<file path="src/rtl/mem_port_arbiter.sv">
// mem_port_arbiter: shares one single-ported, fixed-latency memory between
// the IF-stage fetch and the MEM-stage data access. Data accesses win ties,
// each requester is served at most once per pipeline step, and stall_o holds
// the pipeline until every pending request of the step has completed.
module mem_port_arbiter #(
  parameter int ADDR_W  = 32,
  parameter int DATA_W  = 32,
  parameter int MEM_LAT = 2
) (
  input  logic              clk_i,
  input  logic              rst_n,
  input  logic              if_req_i,
  input  logic [ADDR_W-1:0] if_addr_i,
  output logic [DATA_W-1:0] if_rdata_o,
  output logic              if_valid_o,
  input  logic              dm_req_i,
  input  logic              dm_we_i,
  input  logic [ADDR_W-1:0] dm_addr_i,
  input  logic [DATA_W-1:0] dm_wdata_i,
  output logic [DATA_W-1:0] dm_rdata_o,
  output logic              dm_valid_o,
  output logic              mem_en_o,
  output logic              mem_we_o,
  output logic [ADDR_W-1:0] mem_addr_o,
  output logic [DATA_W-1:0] mem_wdata_o,
  input  logic [DATA_W-1:0] mem_rdata_i,
  output logic              stall_o,
  output logic [31:0]       stall_cnt_o
);

  localparam int CNT_W = (MEM_LAT < 1) ? 1 : $clog2(MEM_LAT + 1);

  typedef enum logic [1:0] {
    IDLE    = 2'd0,
    BUSY_IF = 2'd1,
    BUSY_DM = 2'd2
  } state_t;

  state_t            state_q;
  state_t            state_d;
  logic [CNT_W-1:0]  lat_cnt_q;
  logic              if_done_q;
  logic              dm_done_q;
  logic [31:0]       stall_cnt_q;
  logic              pend_if;
  logic              pend_dm;
  logic              grant_if;
  logic              grant_dm;
  logic              finish_if;
  logic              finish_dm;

  assign pend_if     = if_req_i & ~if_done_q;
  assign pend_dm     = dm_req_i & ~dm_done_q;
  assign stall_o     = pend_if | pend_dm;
  assign stall_cnt_o = stall_cnt_q;

  // Next-state decode: grant a pending requester from IDLE (data first),
  // and finish a busy access once the latency counter has run out.
  always_comb begin
    state_d   = state_q;
    grant_if  = 1'b0;
    grant_dm  = 1'b0;
    finish_if = 1'b0;
    finish_dm = 1'b0;
    case (state_q)
      IDLE: begin
        if (pend_dm) begin
          state_d  = BUSY_DM;
          grant_dm = 1'b1;
        end else if (pend_if) begin
          state_d  = BUSY_IF;
          grant_if = 1'b1;
        end
      end
      BUSY_IF: begin
        if (lat_cnt_q == '0) begin
          state_d   = IDLE;
          finish_if = 1'b1;
        end
      end
      BUSY_DM: begin
        if (lat_cnt_q == '0) begin
          state_d   = IDLE;
          finish_dm = 1'b1;
        end
      end
      default: state_d = IDLE;
    endcase
  end

  // State register.
  always_ff @(posedge clk_i) begin
    if (!rst_n) state_q <= IDLE;
    else        state_q <= state_d;
  end

  // Memory-side registers: one-cycle strobe, address/data latched on grant,
  // held while the bus is idle.
  always_ff @(posedge clk_i) begin
    if (!rst_n) begin
      mem_en_o    <= 1'b0;
      mem_we_o    <= 1'b0;
      mem_addr_o  <= '0;
      mem_wdata_o <= '0;
    end else begin
      mem_en_o <= grant_if | grant_dm;
      if (grant_dm) begin
        mem_we_o    <= dm_we_i;
        mem_addr_o  <= dm_addr_i;
        mem_wdata_o <= dm_wdata_i;
      end else if (grant_if) begin
        mem_we_o   <= 1'b0;
        mem_addr_o <= if_addr_i;
      end
    end
  end

  // Latency counter: loaded on grant, counts down to the read-data sample.
  always_ff @(posedge clk_i) begin
    if (!rst_n) begin
      lat_cnt_q <= '0;
    end else if (grant_if | grant_dm) begin
      lat_cnt_q <= CNT_W'(MEM_LAT);
    end else if (state_q != IDLE && lat_cnt_q != '0) begin
      lat_cnt_q <= lat_cnt_q - CNT_W'(1);
    end
  end

  // Return path: capture memory data and pulse the matching valid.
  always_ff @(posedge clk_i) begin
    if (!rst_n) begin
      if_rdata_o <= '0;
      if_valid_o <= 1'b0;
      dm_rdata_o <= '0;
      dm_valid_o <= 1'b0;
    end else begin
      if_valid_o <= finish_if;
      dm_valid_o <= finish_dm;
      if (finish_if) if_rdata_o <= mem_rdata_i;
      if (finish_dm) dm_rdata_o <= mem_rdata_i;
    end
  end

  // Done flags: cleared when the pipeline advances, set on completion.
  always_ff @(posedge clk_i) begin
    if (!rst_n) begin
      if_done_q <= 1'b0;
      dm_done_q <= 1'b0;
    end else begin
      if (!stall_o) begin
        if_done_q <= 1'b0;
        dm_done_q <= 1'b0;
      end
      if (finish_if) if_done_q <= 1'b1;
      if (finish_dm) dm_done_q <= 1'b1;
    end
  end

  // Saturating count of stalled cycles.
  always_ff @(posedge clk_i) begin
    if (!rst_n) begin
      stall_cnt_q <= '0;
    end else if (stall_o && stall_cnt_q != 32'hFFFF_FFFF) begin
      stall_cnt_q <= stall_cnt_q + 32'd1;
    end
  end

endmodule

</file>
<file path="config.mk">
export PLATFORM = sky130hd
export DESIGN_NAME = mem_port_arbiter
export DESIGN_NICKNAME = d
export VERILOG_FILES = /design/src/rtl/mem_port_arbiter.sv
export SDC_FILE = /design/constraint.sdc
export NUM_CORES = 1
export LEC_CHECK = 0
export CAP_MARGIN = 5
export CORE_MARGIN = 4
export CORE_UTILIZATION = 42
export DETAILED_ROUTE_END_ITERATION = 7
export GPL_TIMING_DRIVEN = 0
export PLACE_DENSITY = 0.9
export SKIP_LAST_GASP = 1
export SLEW_MARGIN = 20
export SYNTH_ARGS = -nofsm -noshare
export SYNTH_HDL_FRONTEND = slang
export SYNTH_SLANG_ARGS = --single-unit
</file>
<file path="constraint.sdc">
create_clock -name clk_i -period 2.3 [get_ports clk_i]
set_input_delay 0.46 -clock clk_i [delete_from_list [all_inputs] [get_ports clk_i]]
set_output_delay 0.46 -clock clk_i [all_outputs]
set_load 0.01 [all_outputs]
</file>
Word level (Yosys, flattened, before mapping) --
Index checks and enable logic that the tools add are counted.
Word-level totals: ROM bits 0, output and inout bits 165, memory bits (writable) 0, bits in latches 0, word-level logic and storage cells 62, bits in registers 170, memories kept 0
Cells by class: bitwise operators 7, shift-type cells 0, muxes and demuxes 21, $mul 0, div/mod/pow operators 0, add/sub/neg operators 2, equality and inequality tests 7, reductions and logical operators 11, $lt $le $gt $ge 0
Operators by type and width (number):
- 2-to-1 mux 32 bit | 2
- adder 32 x 1 -> 32 bit, second input constant | 1
- != test 32 bit, second input constant | 1
- 2-to-1 mux 1 bit | 13
- 2-to-1 mux 2 bit | 5
- nonzero test 2 bit | 4
- != test 2 x 1 -> 1 bit, second input constant | 3
- logical NOT 2 bit | 2
- one-hot mux 2 bit (2 select lines) | 1
- OR reduction 2 bit | 2
- != test 3 bit, second input constant | 1
- NOT 1 bit | 3
- bitwise AND 1 bit | 2
- == test 2 x 1 -> 1 bit, second input constant | 1
- == test 2 bit, second input constant | 1
- logical AND 1 bit | 2
- bitwise OR 1 bit | 2
- AND reduction 2 bit | 1
- subtractor 2 x 1 -> 2 bit, second input constant | 1

Logic depth before layout (Yosys ltp) --
depth in word-level cells 7, gate-level depth with buffers 9, mapped depth without buffers 6

Least setup slack after synthesis --
OpenSTA, ideal clock, no wires.
kind input port to flip-flop, start input port if_req_i, end register stall_cnt_q[14], in the netlist stall_cnt_o[14], path slack 0.477 ns, stages on the path 7, arrival 1.752 ns, setup time 0.070 ns, buffers on the path 1, cell sequence nor2b_1 > nor2_1 > inv_2 > buf_2 > nand3b_1 > or4_1 > a21oi_1
Between the ends: word-level cells in the longest chain between the ends 3
Ends and longest elaborated chain:
- start, declared | line 12 | input logic if_req_i,
- bitwise AND 1 bit | line 52 | assign pend_if = if_req_i & ~if_done_q;
- bitwise OR 1 bit | line 54 | assign stall_o = pend_if | pend_dm;
- named net stall_o | line 27 | output logic stall_o,
- logical AND 1 bit | line 163 | end else if (stall_o && stall_cnt_q != 32'hFFFF_FFFF) begin
- end signal, assigned | line 164 | stall_cnt_q <= stall_cnt_q + 32'd1;
- end, declared | line 44 | logic [31:0] stall_cnt_q;
The timed path passes the listed nets, and every way through them passes these cells. A chain may end at the register's enable or synchronous reset.

Final worst setup path --
start register state_q[0], end register mem_addr_o[29]
Between the ends: word-level cells in the longest chain between the ends 3, elaborated cells between the ends (all ways) 5, those cells by class 3 x mux; 2 x reduce/logical
Ends and longest elaborated chain:
- start, declared | line 39 | state_t state_q;
- start signal, assigned | line 94 | else state_q <= state_d;
- logical NOT 2 bit (*) | line 65 | case (state_q)
- 2-to-1 mux 1 bit | line 65
- 2-to-1 mux 32 bit / nonzero test 2 bit (equally long branches)
- end signal, assigned | line 109 | mem_addr_o <= dm_addr_i;
- end signal, assigned | line 113 | mem_addr_o <= if_addr_i;
- end, declared | line 24 | output logic [ADDR_W-1:0] mem_addr_o,
Mark *: on every way between the ends. The rest lies on a longest branch, timed or not.

==> metrics.cfg <==
[timing]
period_share_pct = 92.16
max_slew_margin_pct = 57.51
setup_tns_ns = 0
skew_ns = 0.006872
max_freq_mhz = 471.8
fin_crit_ns = 2.120
slew_violations = 0
rsz0062_at_grt = true
setup_viol = 0
setup_ws_ns = 0.1803
whs_ns = 0.4529
worst_pin_slew_ns = 0.6373
finalHoldViolCount = 0

[logic_synthesis]
synth_cells = 800
synthArstFlopShare_pct = 0
ys_types = 46
yosysTopAreaCell = dfxtp_1
netlist.area_leader.share_pct = 51.31
yosysWarnings = 0
syn_area_per_cell_um2 = 8.291
synthesis.nets = 938
syn_area_mm2 = 0.006633
ys_seq_area_share_pct = 51.31
synth.area.top_cells = dfxtp_1, nand2_1, a21oi_1
synth_ff_type = dfxtp_1
synth_seq_cells = 170
synth-edff-count = 0

[critical_path]
crit_start = state_q[0]$_SDFFE_PN0P_
critPathArrivalTime_ns = 2.41
r2r_start = state_q[0]$_SDFFE_PN0P_
end_kind = register
crit_fanout = 10
criticalPathCategory = register to register
cp-start-kind = register
rrSetupSlack_ns = 0.18
reg2reg_to = mem_addr_o[29]$_SDFFE_PN0P_
reg2reg_depth = 9
required_ns = 2.59

[clock_tree]
root_buffer = clkbuf_16
cts_buffers = 17
cts.clk_slew.worst_paths_ns = 0.07
cts_buffer_depth = 2
cts_tree = yes
htreeDepth = 4
cts_sinks = 170
cts_hold_buf = 0
clock_latency_ns = 0.43

[detailed_routing]
avgRoutedWirePerCell_um = 16.39
drc = 0
first_pass_iters = 7
drt_iter0_markers = 340
drtAntennaViolNets = 0
viasPerCell = 5.076
vias = 6812
wl_um = 22000

[global_routing]
grt_first_pass_wirelength_um = 33770
grt_use_total_pct = 23.66
grt_pass1_vias = 6808
grt_max_degree = 17
gr-total-overflow = 0
antenna_found_initial = 0

[outcome]
outcome = finished, final reports clean

[worst_hold_path]
holdCritPathClass = register to register
hold_start = if_rdata_o[10]$_SDFFE_PN0P_
holdPathEnd = if_rdata_o[10]$_SDFFE_PN0P_
whs_path_depth = 2

[power_and_ir_drop]
p_sw_mw = 2.038
power_density_mw_per_mm2 = 721.1
swShare_pct = 26.88
internal_power_mw = 5.542
seq_power_share_pct = 43.2
cellLeakagePower_nw = 3.733
power_frac_comb_pct = 19.1
power_frac_clock_pct = 37.8
ir_drop_mv = 0.5322
fin_total_pwr_mw = 7.580

[die]
initial_core_util_pct = 43.31
io_pins = 298
die-area_mm2 = 0.01787
die_x_um = 133.7
rows = 45
die_y_um = 133.7
fp.coreArea_mm2 = 0.01531

[placement]
port_buffers = 297
place_inst = 1308
post_dp_cell_area_mm2 = 0.009869
place_ws_ns = -0.7185
globalplace.congestion = 0.8512
hpwl_um = 16840

[final_layout]
fin_area_mm2 = 0.01051
diodes = 0
utilization_pct = 68.64
fin_cells = 1342
areaGrowthSynthToFinish_pct = 58.48
final_layout_size_suffix_gt1_share_pct = 5.393
nNetsFinal = 1256

[flow_run]
cap_violations = 0

-- sequential cells by signal, summed over array words and instances (netlist names) --
name	cells
mem_en_o	1
stall_cnt_o	32
mem_addr_o	32
mem_wdata_o	32
dm_valid_o	1
if_rdata_o	32
if_valid_o	1
if_done_q	1
state_q	2
lat_cnt_q	2
dm_done_q	1
mem_we_o	1
dm_rdata_o	32
-- kinds of logic (layout without fill, tap and decap cells) --
group,after synthesis,in the layout,synth area share (%)
XOR/XNOR,4,4,0.5283
adder cells (fa/ha/maj),5,5,0.9432
multiplexers,40,40,6.055
AND/OR/NAND/NOR,340,340,22.68
flip-flops,170,170,51.31
AO/OA/AOI/OAI,181,181,14.71
buffers and inverters,60,391,3.773
-- worst max-delay path: stages, from the launching register on --
cell and delay (ns):
dfxtp_1 0.33, inv_1 0.08, ha_1 0.15, buf_2 0.18, inv_1 0.08, nor2_1 0.25, buf_4 0.28, buf_4 0.25
mux2i_1 0.23, o21ai_0 0.13
-- worst max path at each step --
stage,end,slack [ns]
3_5_place_dp,mem_wdata_o[2]$_SDFFE_PN0P_,-0.72
4_1_cts,stall_o,-0.03
3_3_place_gp,mem_wdata_o[4]$_SDFFE_PN0P_,-0.65
5_1_grt,mem_addr_o[29]$_SDFFE_PN0P_,-0.007
6_report,mem_addr_o[29]$_SDFFE_PN0P_,0.18
2_1_floorplan,stall_cnt_o[14]$_SDFFE_PN0P_,0.48
-- layer usage --
metal | track usage, % | share of wire (%)
met1 | 25.14 | 37
met5 | 0 | 0
met2 | 43.62 | 51
met4 | 10.06 | 3.0
met3 | 6.760 | 8.2
-- final cells by class --
| type | instances | area [um2] |
|---|---|---|
| fill | 1191 | 4803 |
| sequential | 170 | 3403 |
| multi-input combinational | 570 | 3002 |
| timing repair buffer | 300 | 2998 |
| clock buffer | 19 | 442.9 |
| tap | 211 | 264.0 |
| buffer | 49 | 220.2 |
| clock inverter | 13 | 143.9 |
| inverter | 10 | 37.54 |
-- cell usage after synthesis, types with 2 or more instances --
cell      count
or4_1         5
nand4_1      13
or2_2         2
inv_1         9
and3_1        4
nand2b_1     10
nand3_1       9
buf_1         7
and4_1        6
nor3_1        3
buf_6         2
a21oi_1     119
and4b_1       2
mux2i_1      39
nand2_1     247
o31ai_1       5
buf_2         5
dfxtp_1     170
and2_1        3
nor2b_1       2
xnor2_1       3
nor2_1       14
o21ai_0      48
clkbuf_1     35
ha_1          5
or3_1        13
-- cell usage in the layout, fill, tap and decap left out, types with 5 or more instances in the layout --
master	count
ha_1	5
dfxtp_1	170
or3_1	13
o31ai_1	5
o21ai_0	48
buf_1	6
clkbuf_1	31
clkdlybuf4s50_1	296
nand2_1	247
buf_4	6
clkbuf_2	6
nand2b_1	10
a21oi_1	119
clkbuf_16	17
or4_1	5
and4_1	6
nand3_1	9
inv_1	9
nor2_1	13
nand4_1	13
mux2i_1	39
-- power by group through the flow --
stage / Sequential (mW) / Combinational (mW) / Clock (mW)
2_1_floorplan: 3.42 / 0.504 / 0
3_3_place_gp: 3.32 / 1.40 / 0
3_5_place_dp: 3.33 / 1.43 / 0
4_1_cts: 3.27 / 1.44 / 2.89
5_1_grt: 3.30 / 1.56 / 2.99
6_report: 3.27 / 1.44 / 2.86
-- repair_timing --
action | in CTS | in global routing
setup endpoints to repair | 36 | 50
pin swaps | 0 | 0
gates resized for setup | 6 | 13
setup buffers | 1 | 2
No activity file was read; power rests on OpenSTA's default activity.
